[config.mk]
export PLATFORM = sky130hd
export DESIGN_NAME = priority_decoder_24
export DESIGN_NICKNAME = d
export VERILOG_FILES = /design/src/rtl/priority_decoder_24_pkg.sv /design/src/rtl/priority_decoder_24_sync_fifo.sv /design/src/rtl/priority_decoder_24.sv
export SDC_FILE = /design/constraint.sdc
export NUM_CORES = 1
export LEC_CHECK = 0
export BUFFER_PORTS_ARGS = -buffer_cell sky130_fd_sc_hd__buf_2
export CAP_MARGIN = 20
export CORE_ASPECT_RATIO = 1.4
export CORE_MARGIN = 2
export CORE_UTILIZATION = 40
export CTS_CLUSTER_SIZE = 12
export DETAILED_ROUTE_END_ITERATION = 16
export PLACE_DENSITY = 0.55
export SYNTH_ARGS = -nofsm -noshare
export SYNTH_HDL_FRONTEND = slang
export SYNTH_SLANG_ARGS = --single-unit
[constraint.sdc]
create_clock -name i_clk -period 6.6 [get_ports i_clk]
set_input_delay 1.32 -clock i_clk [delete_from_list [all_inputs] [get_ports i_clk]]
set_output_delay 1.32 -clock i_clk [all_outputs]
set_load 0.02 [all_outputs]
[src/rtl/priority_decoder_24_pkg.sv]
// Shared code points, FSM encoding and index decode for the priority encoder/decoder pair.
// Used by both ends so the 3-bit wire format stays consistent.
package priority_decoder_24_pkg;

    localparam logic [2:0] PCODE_NONE = 3'b000;
    localparam logic [2:0] PCODE_R0   = 3'b001;
    localparam logic [2:0] PCODE_R1   = 3'b010;
    localparam logic [2:0] PCODE_R2   = 3'b011;
    localparam logic [2:0] PCODE_R3   = 3'b100;

    typedef enum logic [1:0] {
        ST_IDLE  = 2'd0,
        ST_GRANT = 2'd1,
        ST_GAP   = 2'd2
    } state_t;

    function automatic logic [3:0] idx_to_onehot(input logic [1:0] idx);
        return 4'b0001 << idx;
    endfunction

endpackage

[src/rtl/priority_decoder_24_sync_fifo.sv]
// Synchronous-reset FIFO holding decoded grant indices.
// Push/pop take effect at the clock edge; pushes when full and pops when empty are ignored.
module sync_fifo #(
    parameter int DEPTH = 4,
    parameter int WIDTH = 2
) (
    input  logic                     i_clk,
    input  logic                     i_rst,
    input  logic                     i_push,
    input  logic [WIDTH-1:0]         i_din,
    input  logic                     i_pop,
    output logic [WIDTH-1:0]         o_dout,
    output logic [$clog2(DEPTH):0]   o_count,
    output logic                     o_full,
    output logic                     o_empty
);
    localparam int AW = $clog2(DEPTH);

    logic [WIDTH-1:0] r_mem [DEPTH];
    logic [AW-1:0]    r_wptr;
    logic [AW-1:0]    r_rptr;
    logic [AW:0]      r_count;
    logic             w_do_push;
    logic             w_do_pop;

    assign o_full    = (r_count == (AW+1)'(DEPTH));
    assign o_empty   = (r_count == '0);
    assign w_do_push = i_push && !o_full;
    assign w_do_pop  = i_pop && !o_empty;
    assign o_dout    = r_mem[r_rptr];
    assign o_count   = r_count;

    always_ff @(posedge i_clk) begin
        if (w_do_push) begin
            r_mem[r_wptr] <= i_din;
        end
    end

    always_ff @(posedge i_clk) begin
        if (i_rst) begin
            r_wptr  <= '0;
            r_rptr  <= '0;
            r_count <= '0;
        end else begin
            if (w_do_push) begin
                r_wptr <= r_wptr + 1'b1;
            end
            if (w_do_pop) begin
                r_rptr <= r_rptr + 1'b1;
            end
            case ({w_do_push, w_do_pop})
                2'b10:   r_count <= r_count + 1'b1;
                2'b01:   r_count <= r_count - 1'b1;
                default: r_count <= r_count;
            endcase
        end
    end

endmodule

[src/rtl/priority_decoder_24.sv]
// Replays queued 3-bit priority codes as one-hot grants held HOLD cycles, then GAP idle cycles.
// Latency: accept at cycle c into an idle, empty block gives a grant in c+2; o_ready drops while the FIFO is full.
module priority_decoder_24 #(
    parameter int DEPTH = 4,
    parameter int HOLD  = 3,
    parameter int GAP   = 1
) (
    input  logic                   i_clk,
    input  logic                   i_rst,
    input  logic [2:0]             i_pcode,
    input  logic                   i_valid,
    output logic                   o_ready,
    output logic [3:0]             o_grant,
    output logic                   o_busy,
    output logic [$clog2(DEPTH):0] o_count,
    output logic                   o_err,
    input  logic                   i_err_clr
);
    import priority_decoder_24_pkg::*;

    localparam int MAXV = (HOLD > GAP) ? ((HOLD > 1) ? HOLD : 1) : ((GAP > 1) ? GAP : 1);
    localparam int TW   = $clog2(MAXV) + 1;
    localparam logic [TW-1:0] HOLD_LD = TW'(HOLD - 1);
    localparam logic [TW-1:0] GAP_LD  = (GAP > 0) ? TW'(GAP - 1) : '0;

    state_t        r_state;
    state_t        w_state_nxt;
    logic [TW-1:0] r_tmr;
    logic [TW-1:0] w_tmr_nxt;
    logic [3:0]    r_grant;
    logic [3:0]    w_grant_nxt;
    logic          r_err;
    logic          w_err_nxt;

    logic          w_accept;
    logic          w_legal;
    logic          w_illegal;
    logic          w_push;
    logic          w_pop;
    logic [1:0]    w_din;
    logic [1:0]    w_dout;
    logic          w_full;
    logic          w_empty;

    // Code 0 and illegal codes are consumed but never reach the FIFO.
    assign o_ready   = !i_rst && !w_full;
    assign w_accept  = i_valid && o_ready;
    assign w_legal   = (i_pcode >= PCODE_R0) && (i_pcode <= PCODE_R3);
    assign w_illegal = (i_pcode > PCODE_R3);
    assign w_push    = w_accept && w_legal;
    assign w_din     = 2'(i_pcode - PCODE_R0);

    sync_fifo #(
        .DEPTH (DEPTH),
        .WIDTH (2)
    ) u_fifo (
        .i_clk   (i_clk),
        .i_rst   (i_rst),
        .i_push  (w_push),
        .i_din   (w_din),
        .i_pop   (w_pop),
        .o_dout  (w_dout),
        .o_count (o_count),
        .o_full  (w_full),
        .o_empty (w_empty)
    );

    always_ff @(posedge i_clk) begin
        if (i_rst) begin
            r_state <= ST_IDLE;
            r_tmr   <= '0;
            r_grant <= '0;
            r_err   <= 1'b0;
        end else begin
            r_state <= w_state_nxt;
            r_tmr   <= w_tmr_nxt;
            r_grant <= w_grant_nxt;
            r_err   <= w_err_nxt;
        end
    end

    always_comb begin
        w_state_nxt = r_state;
        w_tmr_nxt   = r_tmr;
        w_grant_nxt = r_grant;
        w_pop       = 1'b0;
        w_err_nxt   = r_err;

        if (w_accept && w_illegal) begin
            w_err_nxt = 1'b1;
        end else if (i_err_clr) begin
            w_err_nxt = 1'b0;
        end

        // Pops only look at w_empty, so an entry pushed this cycle is never granted at the same edge.
        case (r_state)
            ST_IDLE: begin
                if (!w_empty) begin
                    w_pop       = 1'b1;
                    w_grant_nxt = idx_to_onehot(w_dout);
                    w_tmr_nxt   = HOLD_LD;
                    w_state_nxt = ST_GRANT;
                end
            end
            ST_GRANT: begin
                if (r_tmr != '0) begin
                    w_tmr_nxt = r_tmr - 1'b1;
                end else if (GAP > 0) begin
                    w_grant_nxt = '0;
                    w_tmr_nxt   = GAP_LD;
                    w_state_nxt = ST_GAP;
                end else if (!w_empty) begin
                    w_pop       = 1'b1;
                    w_grant_nxt = idx_to_onehot(w_dout);
                    w_tmr_nxt   = HOLD_LD;
                end else begin
                    w_grant_nxt = '0;
                    w_state_nxt = ST_IDLE;
                end
            end
            ST_GAP: begin
                if (r_tmr != '0) begin
                    w_tmr_nxt = r_tmr - 1'b1;
                end else if (!w_empty) begin
                    w_pop       = 1'b1;
                    w_grant_nxt = idx_to_onehot(w_dout);
                    w_tmr_nxt   = HOLD_LD;
                    w_state_nxt = ST_GRANT;
                end else begin
                    w_state_nxt = ST_IDLE;
                end
            end
            default: begin
                w_grant_nxt = '0;
                w_state_nxt = ST_IDLE;
            end
        endcase
    end

    assign o_grant = r_grant;
    assign o_busy  = (r_state != ST_IDLE);
    assign o_err   = r_err;

endmodule

==> run summary, run 1 <==
Multi-input logic area = 728.2 µm²
Antenna violations before repair = 0
Cell internal pwr = 353.5 µW
Hold Buf Count CTS = 0
Commonest cells after routing, fill and taps aside = inv_1, dfxtp_1, buf_2
First-pass GRT wire length = 4.271 mm
Mapped Area = 1429 µm²
Die footprint = 4073 µm²
Cell Area, Placed = 1550 µm²
Crit path buffers/inverters = 2
Arr. time, crit path = 1950 ps
Worst Path Required = 5280 ps
Startpoint Class = primary input
TritonRoute pass-1 iters = 4
Slew Viols, Final = 0
Slew @ Worst Pin = 532.1 ps
R2r setup slk = 4150 ps
Synth-to-Final Area Change = 11.91%
Tot Pwr = 578.3 µW
Post-CTS Setup Inserts = 0
Clk slew on worst S/H paths = 90 ps
Synth area leaders = dfxtp_1, edfxtp_1, ha_1
Largest net degree at the start of global routing = 22
Drt wl/cell = 12.10 µm
Die X = 54.51 µm
Slew Limit Headroom = 0.6425
Clock network power share = 0.163
Final worst-path cycle share = 0.4961
Area fraction of the dominant cell type after synthesis = 0.2662
Post-synth EDFFs = 8
Async SR Flop Fraction = 0
Min cycle time layout = 3274 ps
FF+latch area = 620.6 µm²
Placed cell count = 189
Number of global-route vias before repair = 1023
Endpoints failing hold = 0
Sw Ratio = 0.3888
CP dominant cell by count = buf_2
DIE HEIGHT = 74.72 µm
Ys flop type = dfxtp_1
M1 WL = 1.049 mm
Critical path class = primary input to output port
Peak per-stage delay on the critical path = 340 ps
Max IR drop VDD = 0.2171 mV
Avg Synthesized Cell Area = 10.58 µm²
Synthesis-stage register bit count = 27
Crit path max fanout = 21
Count of final setup violators = 0
# nets final = 177
Antenna-violating nets left = 0
Worst Hold Path EP = o_grant[0]
Synth Instances = 135
Top sig layer = met4
TritonCTS clock tree = yes
R2r startpoint = u_fifo.o_count[2]
Skew final = 6.692 ps
Net Sw Power = 224.9 µW
Max cap viols = 0
Number of cell rows = 25
Effective utilization at floorplan = 0.4191
Pleak = 0.6585 nW
Synth Warn # = 0
R2R depth = 9
CTS sink count = 27
Synth area leader = dfxtp_1
CTS Buf Count = 3
All-Layer GR Usage = 0.1404
DR vias/cell = 5.078
Seq/Total Area, Yosys = 0.4343
Hold Path Origin = o_grant[0]
Cell area after layout = 1599 µm²
Non-Filler Instances = 193
Status = completed
Inserted Diodes = 0
1st-iter DRT viols = 14
Max Clock Freq = 305.4 MHz
Slowest-stage cell, CP = buf_2
Clock root buffer = clkbuf_8
Clock buffer depth = 2
Unrepaired setup endpoints after global routing = no
Post-CTS sizing = 0
Routed wl met2 = 1.157 mm
Sequential share of power = 0.383
Total gr overflow = 0
Detailed placement HPWL = 1.787 mm
FF-to-FF End = u_fifo.o_count[2]
DRC = 0
Buffers added on ports = 16
Worst skew pair latency = 270 ps
Setup TNS = 0 ps
Total Wirelength = 2.335 mm
CTS H-tree depth = 1
Comb power frac = 0.454
Library cells used by synthesis = 44
I/O pin total = 17
HP Class = flip-flop to flip-flop
Gp weighted congestion = 0.8201
Proportion of layout cells with a drive suffix above 1 = 0.1830
Worst path cell trace = buf_2 -> nor2_1 -> buf_2
Met3 wire len = 105 µm
# fillers = 345
Routed vias = 980
Syn_nets = 158
WHS Path Cells = 1
Core area = 3410 µm²
Crit path max-delay family = buffers and inverters
Pwr/cell area = 361.7 nW/µm²
Worst Setup End Kind = output port
-- layer usage --
metal | global-route usage | vias up
met3 | 0.02381 | 2
met1 | 0.1711 | 450
met4 | 0.04167 | 0
li1 | - | 499
met2 | 0.2477 | 29
met5 | 0 | -
-- worst reg2reg max path: cells and delay by family, from the launching register on --
kind | cells | cell delay, ps
AO/OA/AOI/OAI | 1 | 170
adder cells (fa/ha/maj) | 2 | 560
AND/OR/NAND/NOR | 3 | 930
buffers and inverters | 2 | 150
XOR/XNOR | 1 | 150
flip-flops | 1 | 420
-- cells in the mapped netlist, drive strengths merged, types with 2 or more instances --
cell type / n
a21boi: 2
a21oi: 7
a22o: 2
and2: 4
buf: 2
dfxtp: 19
edfxtp: 8
ha: 15
inv: 19
mux4: 2
nand2: 2
nand2b: 3
nor2: 15
nor2b: 2
nor3: 2
nor3b: 2
nor4: 3
o21ai: 4
o2bb2ai: 2
or3: 2
xnor2: 3
xor2: 2
-- per-stage QoR --
step	utilization	hold slack, ps	setup WS, ps
global route	0.4690	499.1	3185
floorplan	-	481.8	3364
detailed placement	0.4547	460.3	3083
global placement	0.4547	441.4	3195
CTS	0.4690	478.5	3316
finish	0.4690	474.9	3326
-- sequential cells by signal, summed over array words and instances, names as in the netlist, named ones only --
name,count
o_err,1
o_grant,4
r_state,2
r_tmr,3
u_fifo.o_count,3
u_fifo.r_mem,8
u_fifo.r_rptr,2
u_fifo.r_wptr,2
-- logic make-up after synthesis --
group           count (synthesis)  synth area share
simple gates                   38            0.1637
flops                          27            0.4343
compound gates                 25            0.1287
buf+inv                        21           0.05604
fa+ha+maj                      16            0.1454
xor+xnor                        5           0.03065
mux                             3           0.04116
-- area by class of cell --
cell class / instances / area share
clock buffers: 3 / 0.02582
clock inverters: 1 / 0.004695
inverters: 19 / 0.04460
multi-input cells: 87 / 0.4554
flip-flops and latches: 27 / 0.3881
well taps: 40 / 0.03130
repair buffers: 16 / 0.05008
-- power by group through the flow --
stage	Combinational [mW]	Clock, mW	Sequential [mW]
final	0.262	0.0943	0.222
after global routing	0.301	0.104	0.226
after CTS	0.267	0.0990	0.222
after detailed placement	0.265	0	0.225
after global placement	0.262	0	0.224
after floorplan	0.195	0	0.235
-- how the worst max path moves through the flow --
stage,startpoint,endpoint,cells after the start
finish,i_rst,o_ready,3
global route,i_pcode[1],u_fifo.o_count[2],12
CTS,i_rst,o_ready,3
detailed placement,i_pcode[1],u_fifo.o_count[2],12
global placement,i_pcode[1],u_fifo.o_count[2],12
floorplan,i_pcode[1],u_fifo.o_count[2],11
Power figures use the tool's default switching activity.
==> run 2: changes to the inputs <==
--- a/config.mk
+++ b/config.mk
@@ -12,7 +12,7 @@
 export CORE_UTILIZATION = 40
 export CTS_CLUSTER_SIZE = 12
 export DETAILED_ROUTE_END_ITERATION = 16
-export PLACE_DENSITY = 0.55
+export PLACE_DENSITY = 0.58
 export SYNTH_ARGS = -nofsm -noshare
 export SYNTH_HDL_FRONTEND = slang
 export SYNTH_SLANG_ARGS = --single-unit
==> constraint.sdc (replaced) <==
create_clock -name i_clk -period 2.9 [get_ports i_clk]
set_input_delay 0.58 -clock i_clk [delete_from_list [all_inputs] [get_ports i_clk]]
set_output_delay 0.58 -clock i_clk [all_outputs]
set_load 0.02 [all_outputs]
==> run summary, run 2 (synthesized netlist as in run 1, its figures left out) <==
Status = completed (unchanged)
Effective utilization at floorplan = 0.4191 (unchanged)
Crit path buffers/inverters = 4 (was 2)
Max IR drop VDD = 0.4693 mV (was 0.2171 mV)
I/O pin total = 17 (unchanged)
Endpoints failing hold = 0 (unchanged)
DR vias/cell = 4.990 (was 5.078)
Number of cell rows = 25 (unchanged)
Total Wirelength = 2.438 mm (was 2.335 mm)
FF+latch area = 620.6 µm² (unchanged)
CTS Buf Count = 3 (unchanged)
Inserted Diodes = 0 (unchanged)
Skew final = 7.381 ps (was 6.692 ps)
Non-Filler Instances = 195 (was 193)
Max cap viols = 0 (unchanged)
R2r setup slk = 530 ps (was 4150 ps)
Post-CTS sizing = 0 (unchanged)
Hold WS = 474.8 ps (was 474.9 ps)
Slew @ Worst Pin = 519.5 ps (was 532.1 ps)
Unrepaired setup endpoints after global routing = no (unchanged)
Routed vias = 973 (was 980)
Clock buffer depth = 2 (unchanged)
Placed cell count = 191 (was 189)
Post-CTS Setup Inserts = 0 (unchanged)
TritonRoute pass-1 iters = 3 (was 4)
Antenna-violating nets left = 0 (unchanged)
Worst path depth = 12 (was 3)
Pre-CTS WS = 141.0 ps (was 3083 ps)
Worst Path Required = 3120 ps (was 5280 ps)
First-pass GRT wire length = 4.402 mm (was 4.271 mm)
Worst path cell trace = buf_2 -> inv_1 -> ha_1 -> nor4_1 -> nor4_4 -> inv_1 -> ha_1 -> inv_1 -> fa_1 -> xor2_1 -> or3_1 -> a21oi_1 (was buf_2 -> nor2_1 -> buf_2)
HP Class = flip-flop to flip-flop (unchanged)
# nets final = 179 (was 177)
WHS Path Cells = 1 (unchanged)
Die footprint = 4073 µm² (unchanged)
R2r startpoint = u_fifo.o_count[2] (unchanged)
Die X = 54.51 µm (unchanged)
Slew Limit Headroom = 0.6529 (was 0.6425)
CP dominant cell by count = inv_1 (was buf_2)
Total gr overflow = 0 (unchanged)
R2R depth = 9 (unchanged)
# fillers = 342 (was 345)
Antenna violations before repair = 0 (unchanged)
CTS H-tree depth = 1 (unchanged)
Startpoint Class = primary input (unchanged)
Gp weighted congestion = 0.8274 (was 0.8201)
Number of global-route vias before repair = 1055 (was 1023)
Slew Viols, Final = 0 (unchanged)
Peak per-stage delay on the critical path = 390 ps (was 340 ps)
Buffers added on ports = 16 (unchanged)
Core area = 3410 µm² (unchanged)
TritonCTS clock tree = yes (unchanged)
Crit path max fanout = 8 (was 21)
Largest net degree at the start of global routing = 21 (was 22)
DRC = 0 (unchanged)
Multi-input logic area = 728.2 µm² (unchanged)
Min cycle time layout = 2446 ps
Arr. time, crit path = 2660 ps (was 1950 ps)
Final worst-path cycle share = 0.8433
Worst Setup End Kind = flip-flop (was output port)
Final worst slack = 454.4 ps (was 3326 ps)
Hold Buf Count CTS = 0 (unchanged)
Pwr/cell area = 830.4 nW/µm² (was 361.7 nW/µm²)
DIE HEIGHT = 74.72 µm (unchanged)
Clock root buffer = clkbuf_8 (unchanged)
Commonest cells after routing, fill and taps aside = inv_1, dfxtp_1, buf_2 (unchanged)
Setup TNS = 0 ps (unchanged)
Drt wl/cell = 12.50 µm (was 12.10 µm)
Count of final setup violators = 0 (unchanged)
CTS sink count = 27 (unchanged)
Crit path max-delay family = simple AND/OR/NAND/NOR gates (was buffers and inverters)
Max reg flops = 8 (unchanged)
Proportion of layout cells with a drive suffix above 1 = 0.1935 (was 0.1830)
Setup crit end = u_fifo.o_count[2] (was o_ready)
1st-iter DRT viols = 12 (was 14)
Critical path class = primary input to flip-flop (was primary input to output port)
Synth-to-Final Area Change = 12.96% (was 11.91%)
Detailed placement HPWL = 1.900 mm (was 1.787 mm)
Slowest-stage cell, CP = nor4_1 (was buf_2)
FF-to-FF End = u_fifo.o_count[2] (unchanged)
Biggest register = u_fifo.r_mem (unchanged)
All-Layer GR Usage = 0.1489 (was 0.1404)
Max Clock Freq = 408.9 MHz
Pleak = 0.6679 nW (was 0.6585 nW)
Crit. Startpoint = i_pcode[1] (was i_rst)
Clk slew on worst S/H paths = 100 ps (was 90 ps)
Worst skew pair latency = 280 ps (was 270 ps)
-- run 2: cell types whose count changed in the layout (fill, tap and decap cells not counted), sizes merged --
| cell | previous run | this run |
|---|---|---|
| buf | 16 | 18 |
-- run 2: worst min-delay path by stage --
stage                  to       start  slack [ps]
6_report       o_grant[2]  o_grant[2]         470
5_1_grt        o_grant[2]  o_grant[2]         500
4_1_cts        o_grant[2]  o_grant[2]         480
3_5_place_dp   o_grant[2]  o_grant[2]         460
3_3_place_gp   o_grant[2]  o_grant[2]         450
2_1_floorplan    r_tmr[0]    r_tmr[0]         480
-- run 2: metal layers --
| layer | share of wire | vias to the layer above | routed length [µm] | global-route usage |
|---|---|---|---|---|
| li1 | - | 503 | - | - |
| met1 | 0.44 | 453 | 1061 | 0.1622 |
| met2 | 0.53 | 15 | 1291 | 0.2731 |
| met3 | 0.028 | 2 | 69 | 0.02579 |
| met4 | 0.0066 | 0 | 16 | 0.06389 |
| met5 | 0 | - | 0 | 0 |
-- run 2: area by class of cell --
| type | count | share of cell area |
|---|---|---|
| Clock buffer | 3 | 0.02558 |
| Clock inverter | 1 | 0.004651 |
| Inverter | 19 | 0.04419 |
| Multi-Input combinational cell | 87 | 0.4512 |
| Sequential cell | 27 | 0.3845 |
| Tap cell | 40 | 0.03101 |
| Timing Repair Buffer | 18 | 0.05891 |
-- run 2: through the flow --
step                total power [mW]    util  cell area, µm²
floorplan                     0.9787       -            1429
global route                   1.460  0.4734            1614
CTS                            1.361  0.4734            1614
finish                         1.340  0.4734            1614
global placement               1.120  0.4591            1565
detailed placement             1.134  0.4591            1565
-- run 2: worst register-to-register path, delay by kind of cell (launching register included) --
kind / cells / cell delay, ps
flops: 1 / 410
buf+inv: 2 / 140
simple gates: 3 / 930
compound gates: 1 / 140
fa+ha+maj: 2 / 540
xor+xnor: 1 / 160
-- run 2: power by group --
group	internal [mW]	total [mW]	switching [mW]	leakage [nW]
logic	0.269	0.617	0.347	0.419
registers	0.452	0.503	0.0514	0.227
clock network	0.0976	0.221	0.123	0.0217
total	0.818	1.34	0.522	0.668
